[config.mk]
export PLATFORM = sky130hd
export DESIGN_NAME = bram_arbiter
export DESIGN_NICKNAME = d
export VERILOG_FILES = /design/src/rtl/bram_arbiter.sv
export SDC_FILE = /design/constraint.sdc
export NUM_CORES = 1
export LEC_CHECK = 0
export ABC_AREA = 1
export CORE_UTILIZATION = 42
export CTS_CLUSTER_SIZE = 14
export DETAILED_ROUTE_END_ITERATION = 7
export PLACE_DENSITY = 0.81
export SKIP_CTS_REPAIR_TIMING = 1
export SYNTH_ARGS = -nofsm -noshare
export SYNTH_HDL_FRONTEND = slang
export SYNTH_SLANG_ARGS = --single-unit
[constraint.sdc]
create_clock -name clk -period 5.04 [get_ports clk]
set_input_delay 0.756 -clock clk [delete_from_list [all_inputs] [get_ports clk]]
set_output_delay 0.756 -clock clk [all_outputs]
set_load 0.02 [all_outputs]
[src/rtl/bram_arbiter.sv]
// Two-port round-robin arbiter in front of a single-port block RAM.
// One transaction is in flight at a time: grant (IDLE), drive the RAM
// (ISSUE), take the registered read word (CAPTURE), then a one-cycle ack.
module bram_arbiter #(
    parameter int ADDR_W = 15,
    parameter int DATA_W = 32
) (
    input  logic              clk,
    input  logic              rst,
    input  logic              req0,
    input  logic              req1,
    input  logic              we0,
    input  logic              we1,
    input  logic [ADDR_W-1:0] addr0,
    input  logic [ADDR_W-1:0] addr1,
    input  logic [DATA_W-1:0] din0,
    input  logic [DATA_W-1:0] din1,
    output logic              ack0,
    output logic              ack1,
    output logic [DATA_W-1:0] rdata0,
    output logic [DATA_W-1:0] rdata1,
    output logic [ADDR_W-1:0] ram_addr,
    output logic [DATA_W-1:0] ram_din,
    output logic              ram_we,
    input  logic [DATA_W-1:0] ram_out,
    output logic              busy
);

    typedef enum logic [1:0] {
        IDLE,
        ISSUE,
        CAPTURE
    } state_t;

    state_t state;
    state_t state_next;

    logic              last;
    logic              sel;
    logic              we_l;
    logic              grant;
    logic              winner;
    logic              elig0;
    logic              elig1;
    logic [ADDR_W-1:0] win_addr;
    logic [DATA_W-1:0] win_din;
    logic              win_we;

    // Next-state, arbitration and RAM strobe; a port is masked during its own ack cycle
    always_comb begin
        state_next = state;
        grant      = 1'b0;
        winner     = 1'b0;
        elig0      = req0 & ~ack0;
        elig1      = req1 & ~ack1;
        case (state)
            IDLE: begin
                if (elig0 | elig1) begin
                    grant      = 1'b1;
                    state_next = ISSUE;
                    if (elig0 & elig1) begin
                        winner = ~last;
                    end else begin
                        winner = elig1;
                    end
                end
            end
            ISSUE:   state_next = CAPTURE;
            CAPTURE: state_next = IDLE;
            default: state_next = IDLE;
        endcase
        win_addr = winner ? addr1 : addr0;
        win_din  = winner ? din1  : din0;
        win_we   = winner ? we1   : we0;
        ram_we   = (state == ISSUE) & we_l;
        busy     = (state != IDLE);
    end

    // State register; reset drops out of ISSUE at once so a pending write never lands
    always_ff @(posedge clk or posedge rst) begin
        if (rst) begin
            state <= IDLE;
        end else begin
            state <= state_next;
        end
    end

    // Latch the winner's request at grant, return read data and ack at the end of CAPTURE
    always_ff @(posedge clk or posedge rst) begin
        if (rst) begin
            ram_addr <= '0;
            ram_din  <= '0;
            we_l     <= 1'b0;
            sel      <= 1'b0;
            last     <= 1'b1;
            ack0     <= 1'b0;
            ack1     <= 1'b0;
            rdata0   <= '0;
            rdata1   <= '0;
        end else begin
            ack0 <= 1'b0;
            ack1 <= 1'b0;
            if (grant) begin
                ram_addr <= win_addr;
                ram_din  <= win_din;
                we_l     <= win_we;
                sel      <= winner;
            end
            if (state == CAPTURE) begin
                last <= sel;
                if (sel) begin
                    ack1 <= 1'b1;
                    if (!we_l) begin
                        rdata1 <= ram_out;
                    end
                end else begin
                    ack0 <= 1'b1;
                    if (!we_l) begin
                        rdata0 <= ram_out;
                    end
                end
            end
        end
    end

endmodule

Word-level counts from Yosys, hierarchy flattened

Cells that the tools add are included.

Register bits: 118
Bits of input ports: 132
Word-level logic and storage cells: 41

Eq/ne operators: 3
Muxes and demuxes: 14
Bitwise gates (word level): 10
Reduce and logical (&&, ||, !) cells: 4

Operators with widths:

| cell               | number |
|---|---|
| $mux 32            | 1 |
| $mux 15            | 1 |
| $mux 1             | 10 |
| $reduce_and 3->1   | 2 |
| $not 1->1          | 5 |
| $and 1x1->1        | 4 |
| $pmux 2 s2         | 1 |
| $eq 2x1->1 const B | 1 |
| $eq 2x2->1 const B | 1 |
| $logic_not 2->1    | 1 |
| $mux 2             | 1 |
| $ne 2x2->1 const B | 1 |
| $reduce_bool 2->1  | 1 |
| $or 1x1->1         | 1 |

Longest topological paths before layout

Gate-level depths: netlist of run 1.

Word-level depth: 7
Mapped depth: 8
Mapped depth without buffers: 7

Least setup slack after synthesis of run 1

No wires, ideal clock.

Path type: reg-to-output
Start: register state[0]
End: output port ram_we
Data arrival time: 915 ps
Slack: 3,369 ps
Cell stages (with the launch flop): 3
Path through: dfrtp_1 > inv_2 > nor3_1

Cells in the longest elaborated chain, start to end: 2

RTL lines:

| what                   | line | source |
|---|---|---|
| from (decl)            | 35   | `state_t state;` |
| from (signal assigned) | 84   | `state <= state_next;` |
| $eq 2x1->1             | 75   | `ram_we = (state == ISSUE) & we_l;` |
| $and 1x1->1            | 75   |  |
| to (decl)              | 24   | `output logic ram_we,` |

No other way between the ends.

Final worst setup path of run 1

Start: input port req0
End: register ram_addr[13]

Cells in the longest elaborated chain, start to end: 6
Elaborated cells on any way between the ends: 9
Classes of those cells: mux: 6; bitwise: 3

RTL lines:

| what                 | line | source |
|---|---|---|
| from (decl)          | 10   | `input logic req0,` |
| $and 1x1->1 *        | 54   | `elig0 = req0 & ~ack0;` |
| $and 1x1->1          | 61   | `if (elig0 & elig1) begin` |
| $mux 1               | 61   |  |
| $mux 1               | 58   | `if (elig0 \| elig1) begin` |
| $mux 1               | 56   | `case (state)` |
| $mux 15              | 72   | `win_addr = winner ? addr1 : addr0;` |
| to (signal assigned) | 104  | `ram_addr <= win_addr;` |
| to (decl)            | 22   | `output logic [ADDR_W-1:0] ram_addr,` |

Every way passes the cells marked *; elsewhere a longest branch is shown, timed or not.
A chain may end at the register's enable or synchronous reset.

==> flow_metrics.tcl, run 1 <==
set metrics [dict create \
    yosysSeqAreaShare 0.5501 \
    synth_top_area_frac 0.5452 \
    holdCritPathClass "register to register" \
    hold_viol 0 \
    synthTopCellsByArea "dfrtp_1 55%, nand2_1 15%, inv_1 9.3%" \
    finalCritPeriodShare 0.5608 \
    cts_tree "built" \
    slowest_delay_ns 0.93 \
    syn-num-nets 813 \
    synth.cell_area_mm2 0.005370 \
    critPathTopFamily "simple AND/OR/NAND/NOR gates" \
    crit_arrival_ns 3.18 \
    postLayoutCoreUtil 0.7022 \
    ctsLongestPathBuffers 2 \
    critPathBufInv 2 \
    leakagePower_nw 4.404 \
    clk_pin_slew_ns 0.05 \
    vias 5169 \
    crit_required_ns 5.39 \
    grt_setup_unrepaired "false" \
    hold_slack_ns 0.4768 \
    syn_to_final_growth_pct 59.67 \
    rrSetupSlack_ns 2.56 \
    ys_ff_latch 118 \
    first_pass_iters 4 \
    final_common_cell "clkdlybuf4s50_1" \
    crit_cells 7 \
    antenna_found_initial 0 \
    min_from "ram_addr[4]" \
    synth_top_area_cell "dfrtp_1" \
    place.gp.congestion 0.7684 \
    avgRoutedWirePerCell_um 14.35 \
    grt_pass1_vias 4950 \
    drive_gt1_frac 0.05616 \
    synth_warnings 0 \
    fin_crit_ns 2.826 \
    final_cell_mix "246 x clkdlybuf4s50_1, 215 x nand2_1, 132 x inv_1" \
    cts-root-buf "clkbuf_16" \
    ant_nets 0 \
    finalSetupViolCount 0 \
    fill_cells 980 \
    r2r_cells 7 \
    setup_tns_ns 0 \
    die_y_um 115.1 \
    finalWirelength_um 15700 \
    cts_buffers 17 \
    maxSlewViolCount 0 \
    maxCapViolCount 0 \
    antennaDiodeCount 0 \
    pre_cts_slack_ns 1.780 \
    via_per_inst 4.725 \
    grt_max_degree 65 \
    avgSynthCellArea_um2 7.886 \
    worstHoldPathCells 2 \
    dieArea_mm2 0.01324 \
    max_clock_freq_mhz 353.8 \
    layout.nets 1045 \
    regToRegEndpoint "ram_addr[13]" \
    crit_fanout 49 \
    coreArea_mm2 0.01221 \
    drc 0 \
    setup_slack_ns 2.214 \
    num_rows 40 \
    min_to "ram_addr[4]" \
    status "completed" \
    initial_core_util 0.4398 \
    maxSlewHeadroom 0.2340 \
    r2r_start "ack0" \
    htreeDepth 4 \
    die_w_um 115.1 \
    irDropWorstVdd_mv 0.4463 \
    pwr_density_cell_mw_per_mm2 688.6 \
    cp_slowest_cell "nand3_2" \
    grt-ovfl-total 0 \
    hpwl_um 10580 \
    cp-start-kind "input port" \
    clkLatencyLatePin_ns 0.42 \
    path_class "input port to register" \
    drt-initial-drc-count 414 \
    track_usage 0.2484 \
    syn_inst 681 \
    io_buffers 246 \
    grt_pass1_wl_um 24840 \
    cts_sinks 118 \
    cp-end-kind "register" \
    crit_chain "clkdlybuf4s50_1 -> nand3_2 -> buf_4 -> nand3_2 -> nand2_1 -> nand3_1 -> nand2_1" \
    ios 247 \
    worst_slew_pin_slew_ns 1.145 \
    clock_skew_ns 0.009125 \
    yosysUniqueCellTypes 17 \
]
==> sequential cells by signal, summed over array words and instances (netlist names) <==
| signal | cells |
|---|---|
| sel | 1 |
| state | 2 |
| rdata1 | 32 |
| ram_addr | 15 |
| we_l | 1 |
| ram_din | 32 |
| rdata0 | 32 |
| ack1 | 1 |
| ack0 | 1 |
| last | 1 |
==> synth_stat cells, drive strengths merged <==
| library cell | count |
|---|---|
| a21oi | 1 |
| buf | 34 |
| clkbuf | 3 |
| dfrtp | 117 |
| dfstp | 1 |
| inv | 138 |
| nand2 | 218 |
| nand3 | 98 |
| nor2 | 6 |
| nor3 | 1 |
| o21ai | 64 |
==> worst register-to-register path: stages, from the launching register on <==
cell     delay [ns]
dfrtp_1        0.38
inv_1          0.08
nand3_2        0.05
buf_4          0.45
nand3_2        0.94
nand2_1        0.30
nand3_1        0.12
nand2_1        0.10
==> cell type report <==
class	instances	area, um^2	share of cell area
clock inverters	12	222.7	0.02597
repair buffers	250	2492	0.2907
flip-flops and latches	118	2954	0.3445
inverters	138	520.5	0.06070
well taps	168	210.2	0.02451
clock buffers	20	466.7	0.05443
multi-input cells	388	1708	0.1992
==> how the worst max path moves through the flow <==
stage	end	from
2_1_floorplan	ack0	rst
3_3_place_gp	ram_din[5]	req0
3_5_place_dp	ram_addr[13]	req0
4_1_cts	ram_addr[13]	req0
5_1_grt	ram_din[1]	req0
6_report	ram_addr[13]	req0
==> where the power goes <==
group	switching, mW	internal [mW]	total (mW)
sequential	0.269	1.43	1.70
combinational	1.59	1.21	2.80
clock	0.435	0.965	1.40
==> through the flow <==
step           total power [mW]  std cells  area, um^2
2_1_floorplan             3.234        681        5370
3_3_place_gp              4.443       1062        7885
3_5_place_dp              4.511       1062        7885
4_1_cts                   5.951       1094        8574
5_1_grt                   6.266       1094        8574
6_report                  5.905       1094        8574
==> logic make-up (layout without fill, tap and decap cells) <==
family,count (synthesis),count (layout),synth area share
AOI/OAI and AO/OA,65,65,0.06268
buffers and inverters,175,420,0.1347
and+or+nand+nor,323,323,0.2526
DFF,118,118,0.5501
==> layer usage <==
metal | global-route usage | vias up | routed length (um)
met1 | 0.2954 | 2373 | 6236
li1 | - | 2526 | -
met3 | 0.09594 | 40 | 1450
met4 | 0.1247 | 0 | 538
met5 | 0 | - | 0
met2 | 0.3940 | 230 | 7473
No activity file was read; power rests on OpenSTA's default activity.
==> run 2, diff against run 1 <==
Clock period 5.04 ns to 2.94 ns, I/O delays scaled along.
==> run 2 against run 1 <==
  * Global-route usage fell by 0.35 points
  * Die area is the same
  * Cell count increased by 0.27%
  * Sequential share of layout area up 0.076 points
  * Sequential power is 71% higher
  * Flip-flop and latch count stayed put
  * Clock skew fell by 0.0032 ns
  * Register-to-register slack worse by 1.4 ns
  * First-iteration DRC count down 5.8%
==> flow_metrics.tcl, run 2 (synthesized netlist as in run 1, its figures left out) <==
set metrics [dict create \
    clk_pin_slew_ns 0.05 \
    crit_required_ns 2.50 \
    max_clock_freq_mhz 474.0 \
    critPathBufInv 2 \
    via_per_inst 4.603 \
    dieArea_mm2 0.01324 \
    avgRoutedWirePerCell_um 14.09 \
    num_rows 40 \
    rrSetupSlack_ns 1.15 \
    drive_gt1_frac 0.05813 \
    finalSetupViolCount 0 \
    slowest_delay_ns 0.64 \
    track_usage 0.2449 \
    ios 247 \
    dp_cells 1065 \
    worst_slew_pin_slew_ns 0.8171 \
    setup_tns_ns 0 \
    cts_sinks 118 \
    grt_setup_unrepaired "false" \
    clkLatencyLatePin_ns 0.41 \
    path_class "register to output pin" \
    antennaDiodeCount 0 \
    coreArea_mm2 0.01221 \
    irDropWorstVdd_mv 0.6372 \
    die_y_um 115.1 \
    ctsLongestPathBuffers 2 \
    cp-end-kind "output pin" \
    status "completed" \
    grt_pass1_wl_um 24780 \
    cp-start-kind "register" \
    drc 0 \
    maxSlewViolCount 0 \
    fill_cells 976 \
    final_cell_mix "246 x clkdlybuf4s50_1, 215 x nand2_1, 132 x inv_1" \
    r2r_cells 8 \
    hold_slack_ns 0.4768 \
    grt-ovfl-total 0 \
    crit_fanout 3 \
    crit_arrival_ns 1.67 \
    vias 5050 \
    leakagePower_nw 4.383 \
    worstSetupStartpoint "state[0]" \
    maxCapViolCount 0 \
    cp_slowest_cell "clkdlybuf4s50_1" \
    finalWirelength_um 15460 \
    first_pass_iters 4 \
    regToRegEndpoint "rdata0[14]" \
    crit_cells 3 \
    cts_buffers 17 \
    place.gp.congestion 0.7960 \
    die_w_um 115.1 \
    htreeDepth 4 \
    syn_to_final_growth_pct 59.32 \
    endpoint "ram_we" \
    r2r_start "state[1]" \
    holdCritPathClass "register to register" \
    critPathTopFamily "buffers and inverters" \
    initial_core_util 0.4398 \
    seqCellArea_mm2 0.002954 \
    cts-root-buf "clkbuf_16" \
    ant_nets 0 \
    grt_pass1_vias 4971 \
    min_from "ram_din[19]" \
    multi_input_area_mm2 0.001708 \
    io_buffers 246 \
    hold_viol 0 \
    top_regs "ram_din (32), rdata0 (32), rdata1 (32)" \
    fin_cells 1097 \
    pwr_density_cell_mw_per_mm2 1150 \
    final_common_cell "clkdlybuf4s50_1" \
    grt_max_degree 119 \
    hpwl_um 10580 \
    maxSlewHeadroom 0.4544 \
    cts_tree "built" \
    antenna_found_initial 0 \
    clock_skew_ns 0.005888 \
    drt-initial-drc-count 390 \
    fin_crit_ns 2.110 \
    crit_chain "inv_2 -> nor3_1 -> clkdlybuf4s50_1" \
    layout.nets 1048 \
    finalCritPeriodShare 0.7176 \
]
## run 2: layout make-up
class                   instances  area share
multi-input cells             388      0.1996
clock buffers                  20     0.05338
inverters                     138     0.06098
flip-flops and latches        118      0.3453
well taps                     168     0.02457
repair buffers                253      0.2983
clock inverters                12     0.01784
## run 2: power breakdown
part           switching [mW]  internal, mW
Combinational            2.72          2.12
Sequential              0.457          2.45
Clock                   0.720          1.37
## run 2: worst register-to-register path: cells and delay by family, from the launching register on
kind            cells  cell delay [ns]
simple gates        4             0.62
buf+inv             3             0.60
flops               1             0.41
compound gates      1             0.09
## run 2: worst min-delay path by stage
stage               slack [ns]  cells past startpoint           to
floorplan                 0.44                      2         last
global placement          0.46                      2  ram_addr[6]
detailed placement        0.47                      2  ram_addr[6]
CTS                       0.48                      2         last
global route              0.49                      2  ram_din[18]
finish                    0.48                      2  ram_din[19]
## run 2: metrics by stage
stage	setup slack, ns	power, mW	util	area, um^2
3_5_place_dp	0.8600	7.766	0.6507	7946
5_1_grt	0.7334	10.50	0.7006	8556
2_1_floorplan	1.058	5.545	-	5374
6_report	0.8302	9.843	0.7006	8556
4_1_cts	0.7996	9.930	0.7006	8556
3_3_place_gp	0.8962	7.658	0.6507	7946
## run 2: layer usage
| layer | routed length (um) | up-vias | global-route usage |
|---|---|---|---|
| li1 | - | 2535 | - |
| met1 | 6300 | 2286 | 0.2913 |
| met2 | 7383 | 200 | 0.4112 |
| met3 | 1407 | 29 | 0.08118 |
| met4 | 368 | 0 | 0.09524 |
| met5 | 0 | - | 0 |
